[config.mk]
export PLATFORM = sky130hd
export DESIGN_NAME = pipeline_hazard_sequencer_flat
export DESIGN_NICKNAME = d
export VERILOG_FILES = /design/src/rtl/pipeline_hazard_sequencer_if.sv /design/src/rtl/pipeline_hazard_sequencer.sv /design/src/flat_wrapper.sv
export SDC_FILE = /design/constraint.sdc
export NUM_CORES = 1
export LEC_CHECK = 0
export BUFFER_PORTS_ARGS = -buffer_cell sky130_fd_sc_hd__buf_2
export CAP_MARGIN = 20
export CORE_MARGIN = 5
export CORE_UTILIZATION = 40
export DETAILED_ROUTE_END_ITERATION = 7
export PLACE_DENSITY = 0.74
export REMOVE_ABC_BUFFERS = 1
export SYNTH_ARGS = -nofsm -noshare
export SYNTH_HDL_FRONTEND = slang
export SYNTH_SLANG_ARGS = --single-unit
[constraint.sdc]
create_clock -name clk -period 2.43 [get_ports clk]
set_clock_uncertainty 0.05 [all_clocks]
set_input_delay 0.3645 -clock clk [delete_from_list [all_inputs] [get_ports clk]]
set_output_delay 0.3645 -clock clk [all_outputs]
set_load 0.005 [all_outputs]
[src/rtl/pipeline_hazard_sequencer_if.sv]
// rtl/pipeline_hazard_sequencer_if.sv - hazard source / pipeline control bundle
// Purpose: groups the hazard inputs seen by the sequencer and the stage
//          enable / flush / bubble controls it drives back into the pipeline.
// Ports (signals):
//   IF_ID_rs1, IF_ID_rs2, IF_ID_use_rs1, IF_ID_use_rs2 : source operands of ID instruction
//   ID_EX_rd, ID_EX_memRead                            : destination / load flag of EX instruction
//   EX_branch_taken                                    : EX redirects the PC this cycle
//   EX_MEM_memAcc, dmem_ready                          : MEM-stage access and its completion
//   pc_write, IF_ID_write, IF_ID_flush, ID_EX_ctrl_sel,
//   pipe_hold, MEM_WB_bubble                           : pipeline register controls
// Modports: master = pipeline side, slave = sequencer side.
interface pipeline_hazard_sequencer_if #(
    parameter int REG_W = 5
);
    logic [REG_W-1:0] IF_ID_rs1;
    logic [REG_W-1:0] IF_ID_rs2;
    logic             IF_ID_use_rs1;
    logic             IF_ID_use_rs2;
    logic [REG_W-1:0] ID_EX_rd;
    logic             ID_EX_memRead;
    logic             EX_branch_taken;
    logic             EX_MEM_memAcc;
    logic             dmem_ready;
    logic             pc_write;
    logic             IF_ID_write;
    logic             IF_ID_flush;
    logic             ID_EX_ctrl_sel;
    logic             pipe_hold;
    logic             MEM_WB_bubble;

    modport master (
        output IF_ID_rs1, IF_ID_rs2, IF_ID_use_rs1, IF_ID_use_rs2,
        output ID_EX_rd, ID_EX_memRead, EX_branch_taken, EX_MEM_memAcc, dmem_ready,
        input  pc_write, IF_ID_write, IF_ID_flush, ID_EX_ctrl_sel, pipe_hold, MEM_WB_bubble
    );

    modport slave (
        input  IF_ID_rs1, IF_ID_rs2, IF_ID_use_rs1, IF_ID_use_rs2,
        input  ID_EX_rd, ID_EX_memRead, EX_branch_taken, EX_MEM_memAcc, dmem_ready,
        output pc_write, IF_ID_write, IF_ID_flush, ID_EX_ctrl_sel, pipe_hold, MEM_WB_bubble
    );
endinterface

[src/rtl/pipeline_hazard_sequencer.sv]
// rtl/pipeline_hazard_sequencer.sv - priority-ordered 5-stage pipeline hazard sequencer
// Purpose: resolves data-memory waits, taken branches and load-use hazards with one
//          state machine and keeps saturating stall / flush counters.
// Ports:
//   clk          in   pipeline clock
//   reset_n      in   synchronous reset, active-low
//   hz           slave modport of pipeline_hazard_sequencer_if (hazard sources in, controls out)
//   mem_timeout  out  sticky flag: a memory wait lasted MEM_TIMEOUT cycles
//   stall_cnt    out  saturating count of cycles with the PC held
//   flush_cnt    out  saturating count of flushes applied in RUN
module pipeline_hazard_sequencer #(
    parameter int REG_W       = 5,
    parameter int CNT_W       = 16,
    parameter int MEM_TIMEOUT = 64
) (
    input  logic                       clk,
    input  logic                       reset_n,
    pipeline_hazard_sequencer_if.slave hz,
    output logic                       mem_timeout,
    output logic [CNT_W-1:0]           stall_cnt,
    output logic [CNT_W-1:0]           flush_cnt
);
    localparam int WAIT_W = $clog2(MEM_TIMEOUT);
    localparam logic [WAIT_W-1:0] WAIT_LAST = WAIT_W'(MEM_TIMEOUT - 1);

    typedef enum logic [1:0] {
        S_RESET    = 2'd0,
        S_RUN      = 2'd1,
        S_MEM_WAIT = 2'd2
    } state_t;

    state_t            state;
    state_t            state_next;
    logic              pend_flush;
    logic              pend_next;
    logic [WAIT_W-1:0] wait_cnt;
    logic [WAIT_W-1:0] wait_next;
    logic              timeout_hit;

    logic [REG_W-1:0]  rs1;
    logic [REG_W-1:0]  rs2;
    logic [REG_W-1:0]  rd;
    logic              memwait;
    logic              load_use;

    assign rs1     = hz.IF_ID_rs1;
    assign rs2     = hz.IF_ID_rs2;
    assign rd      = hz.ID_EX_rd;
    assign memwait = hz.EX_MEM_memAcc & ~hz.dmem_ready;
    // x0 is hard-wired zero, so a load targeting it can never feed a consumer.
    assign load_use = hz.ID_EX_memRead && (rd != '0) &&
                      ((hz.IF_ID_use_rs1 && (rs1 == rd)) ||
                       (hz.IF_ID_use_rs2 && (rs2 == rd)));

    always_ff @(posedge clk) begin
        if (!reset_n) begin
            state       <= S_RESET;
            pend_flush  <= 1'b0;
            wait_cnt    <= '0;
            mem_timeout <= 1'b0;
            stall_cnt   <= '0;
            flush_cnt   <= '0;
        end else begin
            state      <= state_next;
            pend_flush <= pend_next;
            wait_cnt   <= wait_next;
            if (timeout_hit) begin
                mem_timeout <= 1'b1;
            end
            if ((state == S_RUN || state == S_MEM_WAIT) && !hz.pc_write && stall_cnt != '1) begin
                stall_cnt <= stall_cnt + 1'b1;
            end
            if (state == S_RUN && hz.IF_ID_flush && flush_cnt != '1) begin
                flush_cnt <= flush_cnt + 1'b1;
            end
        end
    end

    // Defaults are the reset-time outputs; they also apply while reset_n is low.
    always_comb begin
        state_next        = state;
        pend_next         = pend_flush;
        wait_next         = wait_cnt;
        timeout_hit       = 1'b0;
        hz.pc_write       = 1'b0;
        hz.IF_ID_write    = 1'b0;
        hz.IF_ID_flush    = 1'b1;
        hz.ID_EX_ctrl_sel = 1'b0;
        hz.pipe_hold      = 1'b0;
        hz.MEM_WB_bubble  = 1'b1;
        if (reset_n) begin
            case (state)
                S_RESET: begin
                    state_next = S_RUN;
                end
                S_RUN: begin
                    if (memwait) begin
                        // Freeze everything; a branch seen now is remembered, not applied.
                        hz.IF_ID_flush    = 1'b0;
                        hz.ID_EX_ctrl_sel = 1'b1;
                        hz.pipe_hold      = 1'b1;
                        state_next        = S_MEM_WAIT;
                        if (hz.EX_branch_taken) begin
                            pend_next = 1'b1;
                        end
                    end else if (hz.EX_branch_taken || pend_flush) begin
                        // ID instruction is squashed, so any load-use hazard is moot.
                        hz.pc_write      = 1'b1;
                        hz.IF_ID_write   = 1'b1;
                        hz.MEM_WB_bubble = 1'b0;
                        pend_next        = 1'b0;
                    end else if (load_use) begin
                        hz.IF_ID_flush   = 1'b0;
                        hz.MEM_WB_bubble = 1'b0;
                    end else begin
                        hz.pc_write       = 1'b1;
                        hz.IF_ID_write    = 1'b1;
                        hz.IF_ID_flush    = 1'b0;
                        hz.ID_EX_ctrl_sel = 1'b1;
                        hz.MEM_WB_bubble  = 1'b0;
                    end
                end
                S_MEM_WAIT: begin
                    hz.IF_ID_flush    = 1'b0;
                    hz.ID_EX_ctrl_sel = 1'b1;
                    hz.pipe_hold      = 1'b1;
                    if (hz.EX_branch_taken) begin
                        pend_next = 1'b1;
                    end
                    if (wait_cnt == WAIT_LAST) begin
                        timeout_hit = 1'b1;
                    end
                    if (hz.dmem_ready) begin
                        // Last frozen cycle: let MEM/WB capture the load result.
                        hz.MEM_WB_bubble = 1'b0;
                        state_next       = S_RUN;
                        wait_next        = '0;
                    end else if (wait_cnt != WAIT_LAST) begin
                        wait_next = wait_cnt + 1'b1;
                    end
                end
                default: begin
                    state_next = S_RESET;
                end
            endcase
        end
    end
endmodule
[src/flat_wrapper.sv]
// flat-port wrapper written by rule: the top's interface ports become plain ports
module pipeline_hazard_sequencer_flat 
#(
    parameter int REG_W       = 5,
    parameter int CNT_W       = 16,
    parameter int MEM_TIMEOUT = 64
)
  (clk, reset_n, mem_timeout, stall_cnt, flush_cnt, hz_IF_ID_rs1, hz_IF_ID_rs2, hz_IF_ID_use_rs1, hz_IF_ID_use_rs2, hz_ID_EX_rd, hz_ID_EX_memRead, hz_EX_branch_taken, hz_EX_MEM_memAcc, hz_dmem_ready, hz_pc_write, hz_IF_ID_write, hz_IF_ID_flush, hz_ID_EX_ctrl_sel, hz_pipe_hold, hz_MEM_WB_bubble);
  pipeline_hazard_sequencer_if #(.REG_W(REG_W)) hz_i ();
  input  logic clk;
  input  logic reset_n;
  output logic mem_timeout;
  output logic [CNT_W-1:0] stall_cnt;
  output logic [CNT_W-1:0] flush_cnt;
  input wire logic [$bits(hz_i.IF_ID_rs1)-1:0] hz_IF_ID_rs1;
  input wire logic [$bits(hz_i.IF_ID_rs2)-1:0] hz_IF_ID_rs2;
  input wire logic [$bits(hz_i.IF_ID_use_rs1)-1:0] hz_IF_ID_use_rs1;
  input wire logic [$bits(hz_i.IF_ID_use_rs2)-1:0] hz_IF_ID_use_rs2;
  input wire logic [$bits(hz_i.ID_EX_rd)-1:0] hz_ID_EX_rd;
  input wire logic [$bits(hz_i.ID_EX_memRead)-1:0] hz_ID_EX_memRead;
  input wire logic [$bits(hz_i.EX_branch_taken)-1:0] hz_EX_branch_taken;
  input wire logic [$bits(hz_i.EX_MEM_memAcc)-1:0] hz_EX_MEM_memAcc;
  input wire logic [$bits(hz_i.dmem_ready)-1:0] hz_dmem_ready;
  output wire logic [$bits(hz_i.pc_write)-1:0] hz_pc_write;
  output wire logic [$bits(hz_i.IF_ID_write)-1:0] hz_IF_ID_write;
  output wire logic [$bits(hz_i.IF_ID_flush)-1:0] hz_IF_ID_flush;
  output wire logic [$bits(hz_i.ID_EX_ctrl_sel)-1:0] hz_ID_EX_ctrl_sel;
  output wire logic [$bits(hz_i.pipe_hold)-1:0] hz_pipe_hold;
  output wire logic [$bits(hz_i.MEM_WB_bubble)-1:0] hz_MEM_WB_bubble;
  assign hz_i.IF_ID_rs1 = hz_IF_ID_rs1;
  assign hz_i.IF_ID_rs2 = hz_IF_ID_rs2;
  assign hz_i.IF_ID_use_rs1 = hz_IF_ID_use_rs1;
  assign hz_i.IF_ID_use_rs2 = hz_IF_ID_use_rs2;
  assign hz_i.ID_EX_rd = hz_ID_EX_rd;
  assign hz_i.ID_EX_memRead = hz_ID_EX_memRead;
  assign hz_i.EX_branch_taken = hz_EX_branch_taken;
  assign hz_i.EX_MEM_memAcc = hz_EX_MEM_memAcc;
  assign hz_i.dmem_ready = hz_dmem_ready;
  assign hz_pc_write = hz_i.pc_write;
  assign hz_IF_ID_write = hz_i.IF_ID_write;
  assign hz_IF_ID_flush = hz_i.IF_ID_flush;
  assign hz_ID_EX_ctrl_sel = hz_i.ID_EX_ctrl_sel;
  assign hz_pipe_hold = hz_i.pipe_hold;
  assign hz_MEM_WB_bubble = hz_i.MEM_WB_bubble;
  pipeline_hazard_sequencer #(.REG_W(REG_W), .CNT_W(CNT_W), .MEM_TIMEOUT(MEM_TIMEOUT)) u_core (.clk(clk), .reset_n(reset_n), .hz(hz_i), .mem_timeout(mem_timeout), .stall_cnt(stall_cnt), .flush_cnt(flush_cnt));
endmodule
Word level (Yosys, flattened, before mapping)
Cells that the tools add are included.
- flip-flop bits (word level): 42
- bits of input ports: 23
- output and inout port bits: 39
- word-level logic and storage cells: 72
- $add $sub $neg: 3
- equal/unequal tests: 11
- muxes and demuxes: 31
- bitwise gates (word level): 2
- reductions and logical operators: 19
- operator list (cell ; number):
    adder 16 x 1 -> 16 bit, second input constant ; 2
    inequality test 16 bit, second input constant ; 2
    two-way mux 1 bit ; 21
    two-way mux 6 bit ; 2
    equality test 5 bit ; 2
    case mux 1 bit (2 select lines) ; 5
    logical AND 1 bit ; 8
    adder 6 x 1 -> 6 bit, second input constant ; 1
    equality test 6 bit, second input constant ; 1
    inequality test 6 bit, second input constant ; 1
    case mux 2 bit (3 select lines) ; 1
    AND reduction 2 bit ; 3
    nonzero test 5 bit ; 1
    two-way mux 2 bit ; 2
    nonzero test 2 bit ; 2
    logical OR 1 bit ; 3
    inequality test 3 x 2 -> 1 bit, second input constant ; 1
    equality test 2 x 1 -> 1 bit, second input constant ; 1
    equality test 2 bit, second input constant ; 1
    logical NOT 2 bit ; 1
    inequality test 2 x 1 -> 1 bit, second input constant ; 1
    inequality test 2 bit, second input constant ; 1
    bitwise AND 1 bit ; 1
    logical NOT 1 bit ; 1
    NOT 1 bit ; 1

Longest topological paths before layout
- word-level depth: 12
- mapped depth: 8
- mapped depth without buffers: 7

Worst setup path before layout
No wires, ideal clock.
- path type: in2out
- start: in hz_ID_EX_rd[0]
- end: out hz_pc_write
- arrival time: 1.767 ns
- required time: 2.016 ns
- setup slack: 0.249 ns
- stages on the path: 5
- buffers on the path: 2
- path through: or4_1 -> o21a_1 -> a311oi_4 -> buf_6 -> buf_4
- cells in the longest elaborated chain, start to end: 9
- elaborated cells on any way between the ends: 13
- classes of those cells: 2 x eq/ne; 5 x mux; 6 x reduce/logical
- RTL lines (what ; line ; RTL):
    start, declared ; flat_wrapper.sv:19 ; input wire logic [$bits(hz_i.ID_EX_rd)-1:0] hz_ID_EX_rd;
    equality test 5 bit (on tied branches) ; pipeline_hazard_sequencer.sv:52, pipeline_hazard_sequencer.sv:53 ;
    logical AND 1 bit (on tied branches) ; pipeline_hazard_sequencer.sv:52, pipeline_hazard_sequencer.sv:53 ;
    logical OR 1 bit ; pipeline_hazard_sequencer.sv:52 ; ((hz.IF_ID_use_rs1 && (rs1 == rd)) ||
    logical AND 1 bit (*) ; pipeline_hazard_sequencer.sv:51 ; assign load_use = hz.ID_EX_memRead && (rd != '0) &&
    two-way mux 1 bit (*) (5 in a row) ; n/a ;
    end, declared ; flat_wrapper.sv:24 ; output wire logic [$bits(hz_i.pc_write)-1:0] hz_pc_write;
Mark *: on every way between the ends. The rest lies on a longest branch, timed or not.

Worst setup path after layout
- start: reg u_core.state[1]
- end: out hz_IF_ID_write
- cells in the longest elaborated chain, start to end: 3
- RTL lines (what ; line ; RTL):
    start, declared ; pipeline_hazard_sequencer.sv:32 ; state_t state;
    start signal, assigned ; pipeline_hazard_sequencer.sv:64 ; state <= state_next;
    equality test 2 x 1 -> 1 bit ; pipeline_hazard_sequencer.sv:92 ; case (state)
    two-way mux 1 bit ; pipeline_hazard_sequencer.sv:92 ;
    two-way mux 1 bit ; pipeline_hazard_sequencer.sv:91 ; if (reset_n) begin
    end, declared ; flat_wrapper.sv:25 ; output wire logic [$bits(hz_i.IF_ID_write)-1:0] hz_IF_ID_write;
No other way between the ends.

==> results.md <==
* Status: finished clean
* H-tree depth at 2
* Routed WL at 5240 um
* Clock Power Share at 0.317
* Reg2reg start: u_core.state[1]$_SDFFE_PN0P_
* Synth area leader: dfxtp_1
* CTS tree: built
* Switch Pwr at 0.000391 W
* Worst setup SP type: flip-flop
* Worst Tran Pin Value at 700 ps
* Top Ports at 62
* Total CTS buffers at 5
* Cell Rows at 27
* Worst setup EP type: output port
* Area Growth Syn to Fin at 21.9%
* Post-CTS Setup Inserts at 0
* Routed Antenna Nets at 0
* First-pass GRT wire length at 9110 um
* Crit path cell chain: inv_1 > ha_1 > nand2_1 > a311oi_4 > buf_12 > buf_2
* Post-CTS sizing at 0
* CTS root buf: clkbuf_8
* Antenna cells at 0
* Hpwl dp at 3900 um
* Distinct cells, synth at 42
* Placed cells at 397
* Power Density at 518 nW/um^2
* Drt via density at 5.16
* Filler instances at 537
* Fin crit share at 0.946
* GPL Wtd Cong at 0.784
* Setup violations, final at 0
* Top cells by area, synth: dfxtp_1, xnor2_1, nor2_1, xor2_1, nand2_1
* Maxcap violations at 0
* DP Area at 2620 sq um
* Core ar. at 5440 sq um
* Die area at 7140 sq um
* R2R depth at 7
* Initial antenna violation count at 0
* Count leader, synth: dfxtp_1
* Vias at 2089
* Worst EP arrival at 1880 ps
* First drt pass iteration count at 4
* Nets at 361
* Post-Syn Area at 2220 sq um
* Post-CTS Hold Buffers at 0
* Leakage at 1.12 nW
* Final worst path period need at 2300 ps
* Synth top cells by count: dfxtp_1, nor2_1, xnor2_1
* Ys Warns at 0
* CTS max path bufs at 2
* Final hold vios at 0
* Buffers on Ports at 61
* Vias in the first global route at 2047
* Setup TNS at 0 ps
* VDD IR-drop max at 233 uV
* FF+latch count, synth at 42
* Cell-internal power at 0.00101 W
* Slowest cell delay on critical path at 350 ps
* WS Path Type: flip-flop to output port
* Peak Freq at 435 MHz
* Top FF cell, synth: dfxtp_1
* Sequential power share at 0.518
* DRC at 0
* Gr ovfl total at 0
* Share of the synthesized area in the top cell type at 0.379
* Hold Path Origin: hz_EX_MEM_memAcc
* Clk sink count at 42
* GRT Total Usage at 0.153
* Slowest cell on crit path: a311oi_4
* Cell area after layout at 2710 sq um
* CP Data Required Time at 2020 ps
* Largest net degree at the start of global routing at 38
* Mapped Avg Cell Area at 8.25 sq um
* Clk Latency, worst-skew pair at 300 ps
* Final core occ at 0.497
* Hold Path Class: primary input to flip-flop
* Post-Syn Instances at 269
* Seq/Total Area, Yosys at 0.379
* Max-slew headroom at 0.530
* Worst Path Max Fanout at 17
* Fin. max-slew vios at 0
* Hold path cells at 3
* Comb power frac at 0.165
* DR iter-0 viols at 112
* Number of synthesized flops with an enable pin at 0
* Net Sw Frac at 0.279
* WHS at 351 ps
* Die Span Y at 84.5 um
* Routed len/inst at 12.9 um
* Reg clk slew, reported paths at 80 ps
* Hold EP: u_core.pend_flush$_SDFFE_PN0P_
* Layout cells sized above 1 at 0.234
* Non-filler cells in the finished layout at 405
* Async set-reset flop share out of synthesis at 0
* Worst R2R End: u_core.flush_cnt[14]$_SDFFE_PN0P_
* Die W at 84.5 um
* Worst R2R Setup Slack at 260 ps
* Setup repair after global routing missed its margin: no
* Starting density of the core at 0.408
[cells in the final DEF (no fill, tap or decap), types with 4 or more instances in the layout]
| cell | instances |
|---|---|
| xnor2_1 | 25 |
| ha_1 | 6 |
| nor4_1 | 4 |
| nor3_1 | 15 |
| nand4_1 | 6 |
| and3_1 | 8 |
| o21ai_0 | 6 |
| nand2_1 | 23 |
| nor2_1 | 37 |
| buf_4 | 5 |
| a21oi_1 | 13 |
| buf_2 | 61 |
| dfxtp_1 | 42 |
| xor2_1 | 10 |
| nand3_1 | 17 |
| and2_1 | 4 |
| clkbuf_8 | 5 |
| nand2b_1 | 4 |
| inv_1 | 7 |
[cells by family (layout without fill, tap and decap cells)]
| family | after synthesis | in the layout | share of synthesized area |
|---|---|---|---|
| muxes | 3 | 3 | 0.0135 |
| AOI/OAI and AO/OA | 39 | 39 | 0.126 |
| and+or+nand+nor | 126 | 126 | 0.274 |
| xor gates and xnor gates | 35 | 35 | 0.138 |
| buffers and inverters | 18 | 82 | 0.0361 |
| adders and majority gates | 6 | 6 | 0.0338 |
| DFF | 42 | 42 | 0.379 |
[through the flow]
stage          setup slack, ps  total power [W]
2_1_floorplan              118         0.000871
3_3_place_gp               174         0.000964
3_5_place_dp               145         0.000973
4_1_cts                    139          0.00142
5_1_grt                   43.4          0.00149
6_report                   132          0.00140
[critical path: cells and delay by family, from the launching register on]
| kind | cells | cell delay (ps) |
|---|---|---|
| buf+inv | 3 | 380 |
| compound gates | 1 | 350 |
| flops | 1 | 340 |
| fa+ha+maj | 1 | 310 |
| simple gates | 1 | 200 |
[power groups by stage]
stage | Sequential, W | Combinational (W) | Clock (W)
4_1_cts | 0.000726 | 0.000232 | 0.000467
6_report | 0.000726 | 0.000231 | 0.000445
5_1_grt | 0.000729 | 0.000259 | 0.000498
2_1_floorplan | 0.000739 | 0.000132 | 0
3_5_place_dp | 0.000742 | 0.000231 | 0
3_3_place_gp | 0.000741 | 0.000224 | 0
[worst max path at each step]
stage / start / endpoint / cells past startpoint
after floorplan: hz_ID_EX_rd[0] / u_core.stall_cnt[14]$_SDFFE_PN0P_ / 6
after global placement: hz_ID_EX_rd[0] / u_core.stall_cnt[14]$_SDFFE_PN0P_ / 8
after detailed placement: hz_ID_EX_rd[0] / u_core.stall_cnt[14]$_SDFFE_PN0P_ / 8
after CTS: u_core.state[1]$_SDFFE_PN0P_ / hz_IF_ID_write / 6
after global routing: u_core.state[1]$_SDFFE_PN0P_ / hz_IF_ID_write / 6
final: u_core.state[1]$_SDFFE_PN0P_ / hz_IF_ID_write / 6
[registers in the layout, summed over array words and instances (netlist names)]
name                count
u_core.pend_flush       1
u_core.flush_cnt       16
u_core.mem_timeout      1
u_core.wait_cnt         6
u_core.state            2
u_core.stall_cnt       16
[per-layer routing]
layer  up-vias  global-route usage  part of all wire
met5         -                   0                 0
met4         0              0.0604             0.016
met3         8              0.0334             0.049
met2        49               0.260              0.49
met1       966               0.187              0.44
li1       1066                   -                 -
[final cells by class]
| cell class | instances | area, sq um | area share |
|---|---|---|---|
| Multi-Input combinational cell | 209 | 1300 | 0.480 |
| Sequential cell | 42 | 841 | 0.311 |
| Timing Repair Buffer | 67 | 363 | 0.134 |
| Tap cell | 72 | 90.1 | 0.0333 |
| Clock buffer | 6 | 72.6 | 0.0268 |
| Inverter | 7 | 26.3 | 0.00971 |
| Clock inverter | 2 | 13.8 | 0.00509 |
No activity file was read; power rests on OpenSTA's default activity.
